===== config.mk =====
export PLATFORM = sky130hd
export DESIGN_NAME = avg_level_detect
export DESIGN_NICKNAME = d
export VERILOG_FILES = /design/src/rtl/avg_level_pkg.sv /design/src/rtl/round_shift_sat.sv /design/src/rtl/avg_level_detect.sv
export SDC_FILE = /design/constraint.sdc
export NUM_CORES = 1
export LEC_CHECK = 0
export BUFFER_PORTS_ARGS = -buffer_cell sky130_fd_sc_hd__buf_4
export CORE_MARGIN = 2
export CORE_UTILIZATION = 60
export CTS_CLUSTER_SIZE = 28
export DETAILED_ROUTE_END_ITERATION = 10
export PLACE_DENSITY = 0.93
export RECOVER_POWER = 25
export REMOVE_ABC_BUFFERS = 1
export SYNTH_ARGS = -nofsm -noshare
export SYNTH_HDL_FRONTEND = slang
export SYNTH_SLANG_ARGS = --single-unit

===== constraint.sdc =====
create_clock -name clk -period 7.9 [get_ports clk]
set_input_delay 0 -clock clk [delete_from_list [all_inputs] [get_ports clk]]
set_output_delay 0 -clock clk [all_outputs]
set_load 0.02 [all_outputs]

===== src/rtl/avg_level_pkg.sv =====
// Shared definitions for the windowed-average level detector family.
// Holds the FSM state encoding, default datapath widths and small helpers.
// Imported by avg_level_detect and its sub-modules.
package avg_level_pkg;

  // Default datapath widths: an 8-tap window of 8-bit samples gives an
  // 11-bit sum, divided by 2^3 back to an 8-bit average.
  localparam int SUM_W_DEF = 11;
  localparam int SHIFT_DEF = 3;
  localparam int AVG_W_DEF = 8;

  // Counter width; HOLD is limited to 1..15 so a 4-bit counter never wraps.
  localparam int CNT_W = 4;

  // Debounce FSM states. The encoding is shared with the logging side,
  // so the values are fixed explicitly.
  typedef enum logic [1:0] {
    LOW      = 2'd0,
    ARM_HIGH = 2'd1,
    HIGH     = 2'd2,
    ARM_LOW  = 2'd3
  } level_state_t;

  // True for the states in which the debounced level reads as "above".
  function automatic logic is_high_level(input level_state_t s);
    return (s == HIGH) || (s == ARM_LOW);
  endfunction

  // True for the states from which a transition into HIGH is a fresh rise
  // (as opposed to a return from ARM_LOW inside the same episode).
  function automatic logic is_low_level(input level_state_t s);
    return (s == LOW) || (s == ARM_HIGH);
  endfunction

endpackage : avg_level_pkg


===== src/rtl/round_shift_sat.sv =====
// Combinational round-to-nearest divide by 2^SHIFT with saturation to AVG_W.
// Latency: 0 cycles (pure combinational).
// Backpressure: none; output follows input every cycle.
module round_shift_sat #(
  parameter int SUM_W = 11,
  parameter int SHIFT = 3,
  parameter int AVG_W = 8
) (
  input  logic [SUM_W-1:0] i_sum,
  output logic [AVG_W-1:0] o_avg
);

  // Half an LSB of the result, added before the shift so the divide rounds
  // to nearest (ties round up). No rounding term when nothing is shifted.
  localparam logic [SUM_W:0] RND =
    (SHIFT > 0) ? ((SUM_W + 1)'(1) << (SHIFT - 1)) : '0;

  // One extra bit so the rounding add can never overflow.
  logic [SUM_W:0] w_ext;
  logic [SUM_W:0] w_shr;

  assign w_ext = {1'b0, i_sum} + RND;
  assign w_shr = w_ext >> SHIFT;

  generate
    if (SUM_W + 1 > AVG_W) begin : g_sat
      // Any set bit above the AVG_W field means the result does not fit:
      // clamp to the all-ones maximum instead of letting it wrap.
      logic w_ovf;
      assign w_ovf = |w_shr[SUM_W:AVG_W];
      assign o_avg = w_ovf ? {AVG_W{1'b1}} : w_shr[AVG_W-1:0];
    end else begin : g_nosat
      // Output is at least as wide as the shifted sum: overflow impossible.
      assign o_avg = AVG_W'(w_shr);
    end
  endgenerate

endmodule : round_shift_sat


===== src/rtl/avg_level_detect.sv =====
// Rounded window average plus hysteresis/debounce level detector with peak capture.
// Latency: sample -> o_avg 1 cycle; sample -> o_above/o_rise/o_fall/o_peak 2 cycles.
// Backpressure: none; every i_valid sample is consumed, invalid cycles freeze the FSM.
module avg_level_detect
  import avg_level_pkg::*;
#(
  parameter int SUM_W = SUM_W_DEF,
  parameter int SHIFT = SHIFT_DEF,
  parameter int AVG_W = AVG_W_DEF,
  parameter int HOLD  = 4
) (
  input  logic             clk,
  input  logic             rst,
  input  logic [SUM_W-1:0] i_sum,
  input  logic             i_valid,
  input  logic [AVG_W-1:0] i_th_hi,
  input  logic [AVG_W-1:0] i_th_lo,
  output logic [AVG_W-1:0] o_avg,
  output logic             o_avg_valid,
  output logic             o_above,
  output logic             o_rise,
  output logic             o_fall,
  output logic [AVG_W-1:0] o_peak
);

  // HOLD as a counter-width constant; with HOLD == 1 the ARM states are skipped.
  localparam logic [CNT_W-1:0] HOLD_C  = CNT_W'(HOLD);
  localparam logic             HOLD_ONE = (HOLD == 1);

  // ---------------------------------------------------------------------------
  // Average stage
  // ---------------------------------------------------------------------------
  logic [AVG_W-1:0] w_avg_rnd;
  logic [AVG_W-1:0] r_avg;
  logic             r_avg_valid;

  round_shift_sat #(
    .SUM_W (SUM_W),
    .SHIFT (SHIFT),
    .AVG_W (AVG_W)
  ) u_round (
    .i_sum (i_sum),
    .o_avg (w_avg_rnd)
  );

  // Register the rounded average on valid samples; hold it otherwise.
  always_ff @(posedge clk) begin
    if (rst) begin
      r_avg       <= '0;
      r_avg_valid <= 1'b0;
    end else begin
      r_avg_valid <= i_valid;
      if (i_valid) begin
        r_avg <= w_avg_rnd;
      end
    end
  end

  assign o_avg       = r_avg;
  assign o_avg_valid = r_avg_valid;

  // ---------------------------------------------------------------------------
  // Threshold qualification
  // ---------------------------------------------------------------------------
  // An inverted pair (lo > hi) would let one sample qualify for both
  // directions; clamping lo to hi keeps the hysteresis band non-negative.
  logic [AVG_W-1:0] w_th_lo_eff;
  logic             w_q_hi;
  logic             w_q_lo;

  assign w_th_lo_eff = (i_th_lo < i_th_hi) ? i_th_lo : i_th_hi;
  assign w_q_hi      = (r_avg >= i_th_hi);
  assign w_q_lo      = (r_avg <= w_th_lo_eff);

  // ---------------------------------------------------------------------------
  // Debounce FSM, counter and peak tracker
  // ---------------------------------------------------------------------------
  level_state_t     r_state;
  level_state_t     w_state_nxt;
  logic [CNT_W-1:0] r_cnt;
  logic [CNT_W-1:0] w_cnt_nxt;
  logic [CNT_W-1:0] w_cnt_inc;
  logic [AVG_W-1:0] r_peak;
  logic [AVG_W-1:0] w_peak_nxt;
  logic             w_rise;
  logic             w_fall;

  logic             r_above;
  logic             r_rise;
  logic             r_fall;
  logic [AVG_W-1:0] r_peak_out;

  assign w_cnt_inc = r_cnt + CNT_W'(1);

  // State, counter and pending peak register.
  always_ff @(posedge clk) begin
    if (rst) begin
      r_state <= LOW;
      r_cnt   <= '0;
      r_peak  <= '0;
    end else begin
      r_state <= w_state_nxt;
      r_cnt   <= w_cnt_nxt;
      r_peak  <= w_peak_nxt;
    end
  end

  // Next state, counter and event decode; only valid averages move the FSM.
  always_comb begin
    w_state_nxt = r_state;
    w_cnt_nxt   = r_cnt;
    w_rise      = 1'b0;
    w_fall      = 1'b0;
    w_peak_nxt  = r_peak;

    if (r_avg_valid) begin
      unique case (r_state)
        LOW: begin
          if (w_q_hi) begin
            if (HOLD_ONE) begin
              w_state_nxt = HIGH;
              w_cnt_nxt   = '0;
            end else begin
              w_state_nxt = ARM_HIGH;
              w_cnt_nxt   = CNT_W'(1);
            end
          end else begin
            w_cnt_nxt = '0;
          end
        end

        ARM_HIGH: begin
          if (w_q_hi) begin
            if (w_cnt_inc == HOLD_C) begin
              w_state_nxt = HIGH;
              w_cnt_nxt   = '0;
            end else begin
              w_cnt_nxt = w_cnt_inc;
            end
          end else begin
            w_state_nxt = LOW;
            w_cnt_nxt   = '0;
          end
        end

        HIGH: begin
          if (w_q_lo) begin
            if (HOLD_ONE) begin
              w_state_nxt = LOW;
              w_cnt_nxt   = '0;
            end else begin
              w_state_nxt = ARM_LOW;
              w_cnt_nxt   = CNT_W'(1);
            end
          end else begin
            w_cnt_nxt = '0;
          end
        end

        ARM_LOW: begin
          if (w_q_lo) begin
            if (w_cnt_inc == HOLD_C) begin
              w_state_nxt = LOW;
              w_cnt_nxt   = '0;
            end else begin
              w_cnt_nxt = w_cnt_inc;
            end
          end else begin
            // Back to HIGH within the same episode: no rise, peak kept.
            w_state_nxt = HIGH;
            w_cnt_nxt   = '0;
          end
        end

        default: begin
          w_state_nxt = LOW;
          w_cnt_nxt   = '0;
        end
      endcase

      // A rise is entry to HIGH from the low side only; a fall is leaving
      // the high side for LOW (from ARM_LOW, or straight from HIGH when
      // HOLD == 1).
      w_rise = is_low_level(r_state) && (w_state_nxt == HIGH);
      w_fall = is_high_level(r_state) && (w_state_nxt == LOW);

      // A new episode starts its peak at the sample that completed the rise;
      // inside an episode the peak only grows.
      if (w_rise) begin
        w_peak_nxt = r_avg;
      end else if (is_high_level(r_state)) begin
        w_peak_nxt = (r_avg > r_peak) ? r_avg : r_peak;
      end
    end
  end

  // Registered level, one-cycle event pulses and published episode peak.
  always_ff @(posedge clk) begin
    if (rst) begin
      r_above    <= 1'b0;
      r_rise     <= 1'b0;
      r_fall     <= 1'b0;
      r_peak_out <= '0;
    end else begin
      r_above <= is_high_level(w_state_nxt);
      r_rise  <= w_rise;
      r_fall  <= w_fall;
      // The peak includes the closing sample of the episode.
      if (w_fall) begin
        r_peak_out <= w_peak_nxt;
      end
    end
  end

  assign o_above = r_above;
  assign o_rise  = r_rise;
  assign o_fall  = r_fall;
  assign o_peak  = r_peak_out;

endmodule : avg_level_detect


## Word level (Yosys, flattened, before mapping)

Cells that the tools add are included.

| word-level totals | value |
|---|---|
| flip-flop bits (word level) | 34 |
| input port bits | 30 |
| output and inout port bits | 20 |

| operators by class | value |
|---|---|
| add/subtract/negate cells | 2 |
| magnitude comparators | 4 |
| eq/ne operators | 7 |
| muxes and demuxes | 22 |
| bitwise logic cells | 1 |
| reduce and logical (&&, ||, !) cells | 8 |

Operator list:

| cell | count |
|---|---|
| 8-bit 2-to-1 mux | 6 |
| 2-bit 2-to-1 mux | 8 |
| 4-bit one-hot mux with 4 select lines | 1 |
| 11-bit by 3-bit adder with 12-bit output, second input constant | 1 |
| 4-bit 2-to-1 mux | 3 |
| 2-bit equality test, second input constant | 5 |
| 8-bit greater-or-equal comparator | 1 |
| 8-bit > comparator | 1 |
| 8-bit <= comparator | 1 |
| 8-bit < comparator | 1 |
| 2-bit one-hot mux with 4 select lines | 1 |
| 4-bit by 1-bit adder with 4-bit output, second input constant | 1 |
| 4-bit by 3-bit equality test with 1-bit output, second input constant | 1 |
| 2-bit zero test | 2 |
| 1-bit logical OR | 3 |
| 1-bit 2-to-1 mux | 3 |
| 2-bit by 1-bit equality test with 1-bit output, second input constant | 1 |
| 1-bit logical AND | 2 |
| 2-bit OR reduction | 1 |
| 1-bit NOT | 1 |

## Longest topological paths before layout

| depth | value |
|---|---|
| word-level depth | 10 |
| mapped depth | 16 |

## Cells and area by module

A second synthesis with hierarchy kept.

| unflattened totals | value |
|---|---|
| cell total of the unflattened synthesis | 252 |
| area total of the unflattened synthesis | 2,354.8 um2 |

Modules (own cells, without submodules):

| module | times used | cells an instance | area an instance (um2) | sequential area each (um2) |
|---|---|---|---|---|
| avg_level_detect | 1 | 224 | 2,155.8 | 680.7 |
| round_shift_sat | 1 | 28 | 198.9 | 0.0 |

## Least setup slack after synthesis

No wires, ideal clock.

| timing | value |
|---|---|
| path kind | in2reg |
| from | in i_th_hi[4] |
| to | reg r_peak_out[1] (netlist: o_peak[1]) |
| library setup time | 0.122 ns |
| arrival | 2.923 ns |
| data required time | 7.778 ns |
| setup slack | 4.855 ns |
| stages | 15 |
| path buffers | 0 |
| path through | inv_1 -> ha_1 -> a21o_1 -> a21oi_1 -> o21ai_0 -> a211o_1 -> o21ai_2 -> mux2_2 -> ha_1 -> nand4_1 -> nor2_1 -> a211o_2 -> nand2_1 -> and4bb_2 -> a221o_1 |

| between the ends | value |
|---|---|
| longest elaborated chain between the ends | 10 |

RTL lines:

| what | line | text |
|---|---|---|
| from (decl) | avg_level_detect.sv:16 | `input logic [AVG_W-1:0] i_th_hi,` |
| 8-bit < comparator | avg_level_detect.sv:71 | `assign w_th_lo_eff = (i_th_lo < i_th_hi) ? i_th_lo : i_th_hi;` |
| 8-bit 2-to-1 mux | avg_level_detect.sv:71 |  |
| 8-bit <= comparator | avg_level_detect.sv:73 | `assign w_q_lo = (r_avg <= w_th_lo_eff);` |
| 2-bit 2-to-1 mux (on tied branches) | avg_level_detect.sv:161, avg_level_detect.sv:147 |  |
| 2-bit one-hot mux with 4 select lines * | avg_level_detect.sv:117 | `unique case (r_state)` |
| 2-bit 2-to-1 mux * | avg_level_detect.sv:116 | `if (r_avg_valid) begin` |
| 2-bit equality test | avg_level_detect.sv:184 | `w_rise = is_low_level(r_state) && (w_state_nxt == HIGH);` |
| 1-bit logical AND | avg_level_detect.sv:184 |  |
| 8-bit 2-to-1 mux | avg_level_detect.sv:189 | `if (w_rise) begin` |
| 8-bit 2-to-1 mux | avg_level_detect.sv:116 |  |
| to (signal assigned) | avg_level_detect.sv:210 | `r_peak_out <= w_peak_nxt;` |
| to (decl) | avg_level_detect.sv:91 | `logic [AVG_W-1:0] r_peak_out;` |

Every way passes the cells marked *; elsewhere a longest branch is shown, timed or not. The select of a mux whose other input is x is not followed.
A chain may end at the register's enable or synchronous reset.

## Worst setup path after layout

Same ends and word-level chain as after synthesis.

==> summary.md <==
| Metric | Value |
|---|---|
| Root buf cell | clkbuf_8 |
| Share of the yosys chip area belonging to registers | 0.261 |
| CP Class | in -> reg |
| RSZ-0062 raised after global routing | false |
| Synthesis-stage register bit count | 34 |
| PortBufs | 47 |
| Non-Filler Instances | 382 |
| Post-synth EDFFs | 0 |
| Final hold violation count | 0 |
| Critical Path RT | 8070 ps |
| Post-CTS setup buffers | 0 |
| Setup TNS | 0 ps |
| Synth area leaders | dfxtp_1 26%, ha_1 16%, a21oi_1 3.8%, mux2i_1 3.5%, and4bb_2 2.9% |
| Initial antenna violation count | 0 |
| DRC viols | 0 |
| Commonest cells in the netlist | 34 x dfxtp_1, 33 x ha_1, 20 x a21oi_1, 20 x inv_1, 13 x nand3_1 |
| Pre-Repair DR Iteration Count | 5 |
| Top-area cell type share of the netlist area | 0.261 |
| Peak VDD IR | 0.145 mV |
| CP Capture Type | register |
| Setup Skew | 7.73 ps |
| Initial drt markers | 193 |
| Status | complete, but fails checks |
| Tcrit/Tclk final | 0.439 |
| Crit path max fanout | 17 |
| Ys Warns | 0 |
| Power per standard cell area | 158 mW/mm2 |
| Initial Utilization | 0.639 |
| Worst hold path type | in -> reg |
| # IOs | 50 |
| CTS tree | done |
| Slew Limit Fails | 43 |
| Via density | 6.65 |
| Max transition margin | -0.115 |
| Yosys top cell by area | dfxtp_1 |
| Endpoints failing setup | 0 |
| Slew of the pin with the lowest slew margin | 1670 ps |
| Clock slew at reported path FFs | 70 ps |
| Resized cells post-CTS | 0 |
| Antenna cell count | 0 |
| Latest clock arrival within the worst-skew pair | 290 ps |
| Asr flop ratio synth | 0 |
| Cell variety after synth | 64 |
| Max_cap viols | 1 |
| Hold_buf cts | 0 |
| Mean area per synthesized cell | 9.03 um2 |
| Synth-to-layout area growth | 16.1% |
| Placed inst area | 0.00294 mm2 |
| Final instance area | 0.00303 mm2 |
| Net count, final | 394 |
| Wirelength per Cell | 17.2 um |
| Via count | 2542 |
| Deepest clock path buffer count | 2 |
| Leak Pwr | 1.23 nW |
| Hpwl dp | 4720 um |
| Die Span Y | 70.0 um |
| GRT Total Usage | 0.280 |
| Htree depth | 2 |
| Vias in the first global route | 2428 |
| CTS Buf Count | 5 |
| Die X | 70.0 um |
| Cell Rows | 23 |
| GP Congestion | 0.887 |
| Startpoint types | input pin |
| Die area | 0.00489 mm2 |
| Post-Syn Area | 0.00261 mm2 |
| Post-DRT Antenna Nets | 0 |
| Power, Total | 0.000479 W |
| Ys flop type | dfxtp_1 |
| Total core area | 0.00409 mm2 |
| DP Cell Count | 374 |
| Max Fclk | 288 MHz |
| Failing checks | max-capacitance violations, max-slew violations |
| Fillers | 307 |
| Drt total wl | 6580 um |
| First-pass GRT wire length | 11300 um |
| Grt total ovfl | 0 |
| Arr. time, crit path | 3640 ps |
| Clk sinks | 34 |
| Tmin final | 3470 ps |
| Fin util | 0.741 |
| Synthesized instance count | 289 |
| Count leader, synth | dfxtp_1 |
| Share of cells above drive strength 1 | 0.199 |
| Pin count of the biggest net entering global routing | 43 |
worst paths after layout:
kind | slack (ps) | startpoint | cells past startpoint | to
worst min register to register | 470 | r_peak[5] | 2 | r_peak[5]
worst max-delay path | 4430 | i_th_hi[4] | 16 | o_peak[1]
worst min-delay path | 9 | i_sum[8] | 3 | o_avg[5]
worst max register to register | 5100 | o_avg[0] | 8 | o_peak[1]
metrics by stage:
stage	hold slack, ps	setup WS [ps]
finish	8.64	4430
global route	15.7	4270
CTS	9.42	4470
detailed placement	312	4190
global placement	301	4310
floorplan	66.7	4690
cell usage in the layout (no fill, tap or decap), types with 6 or more instances in the layout:
master    Yosys  final
and4bb_2      6      6
o21ai_1      10     10
a211oi_1      6      6
or4_1        10     10
buf_4         1     35
nand2_1      11     11
o21ai_0       8      8
a221o_1       7      7
clkbuf_1      5     12
a21oi_1      20     20
mux2i_1       9      9
nor2_1       12     12
inv_1        20     20
nand3_1      13     13
nand2b_1      6      6
nor4_1        8      8
ha_1         33     33
dfxtp_1      34     34
power by group:
part           switching [W]  internal (W)  leakage (nW)
Combinational      0.0000566     0.0000460         0.889
Sequential        0.00000888      0.000175         0.276
Clock              0.0000658      0.000126        0.0683
registers in the layout, summed over array words and instances (netlist names):
name	flops
o_rise	1
r_state	2
o_fall	1
r_cnt	4
o_above	1
o_avg	8
r_peak	8
o_avg_valid	1
o_peak	8
kinds of logic after synthesis:
| kind of cell | synth area share |
|---|---|
| AOI/OAI and AO/OA | 0.216 |
| buffers and inverters | 0.0628 |
| DFF | 0.261 |
| muxes | 0.0388 |
| and+or+nand+nor | 0.253 |
| xor gates and xnor gates | 0.0101 |
| adders and majority gates | 0.158 |
routing by layer:
metal	part of all wire	routed length [um]	track usage
met1	0.39	2600	0.355
met2	0.50	3280	0.457
met3	0.068	447	0.0563
met4	0.038	247	0.126
met5	0	0	0
cell type report:
| type | count | area (um2) | area share |
|---|---|---|---|
| Multi-Input combinational cell | 223 | 1770 | 0.583 |
| Inverter | 20 | 75.1 | 0.0248 |
| Timing Repair Buffer | 47 | 308 | 0.102 |
| Tap cell | 50 | 62.6 | 0.0207 |
| Clock inverter | 3 | 68.8 | 0.0227 |
| Sequential cell | 34 | 681 | 0.225 |
| Clock buffer | 5 | 68.8 | 0.0227 |
critical path: stages:
cell      delay [ps]
buf_4            110
inv_1             80
ha_1             250
a21o_1           180
a21oi_1          130
o21ai_0          130
a211o_1          320
o21ai_2          210
mux2_2           400
ha_1             270
nand4_1          120
nor2_1            70
a211o_2          310
nand2_1          440
and4bb_2         300
a221o_1          320
Power figures use the tool's default switching activity.
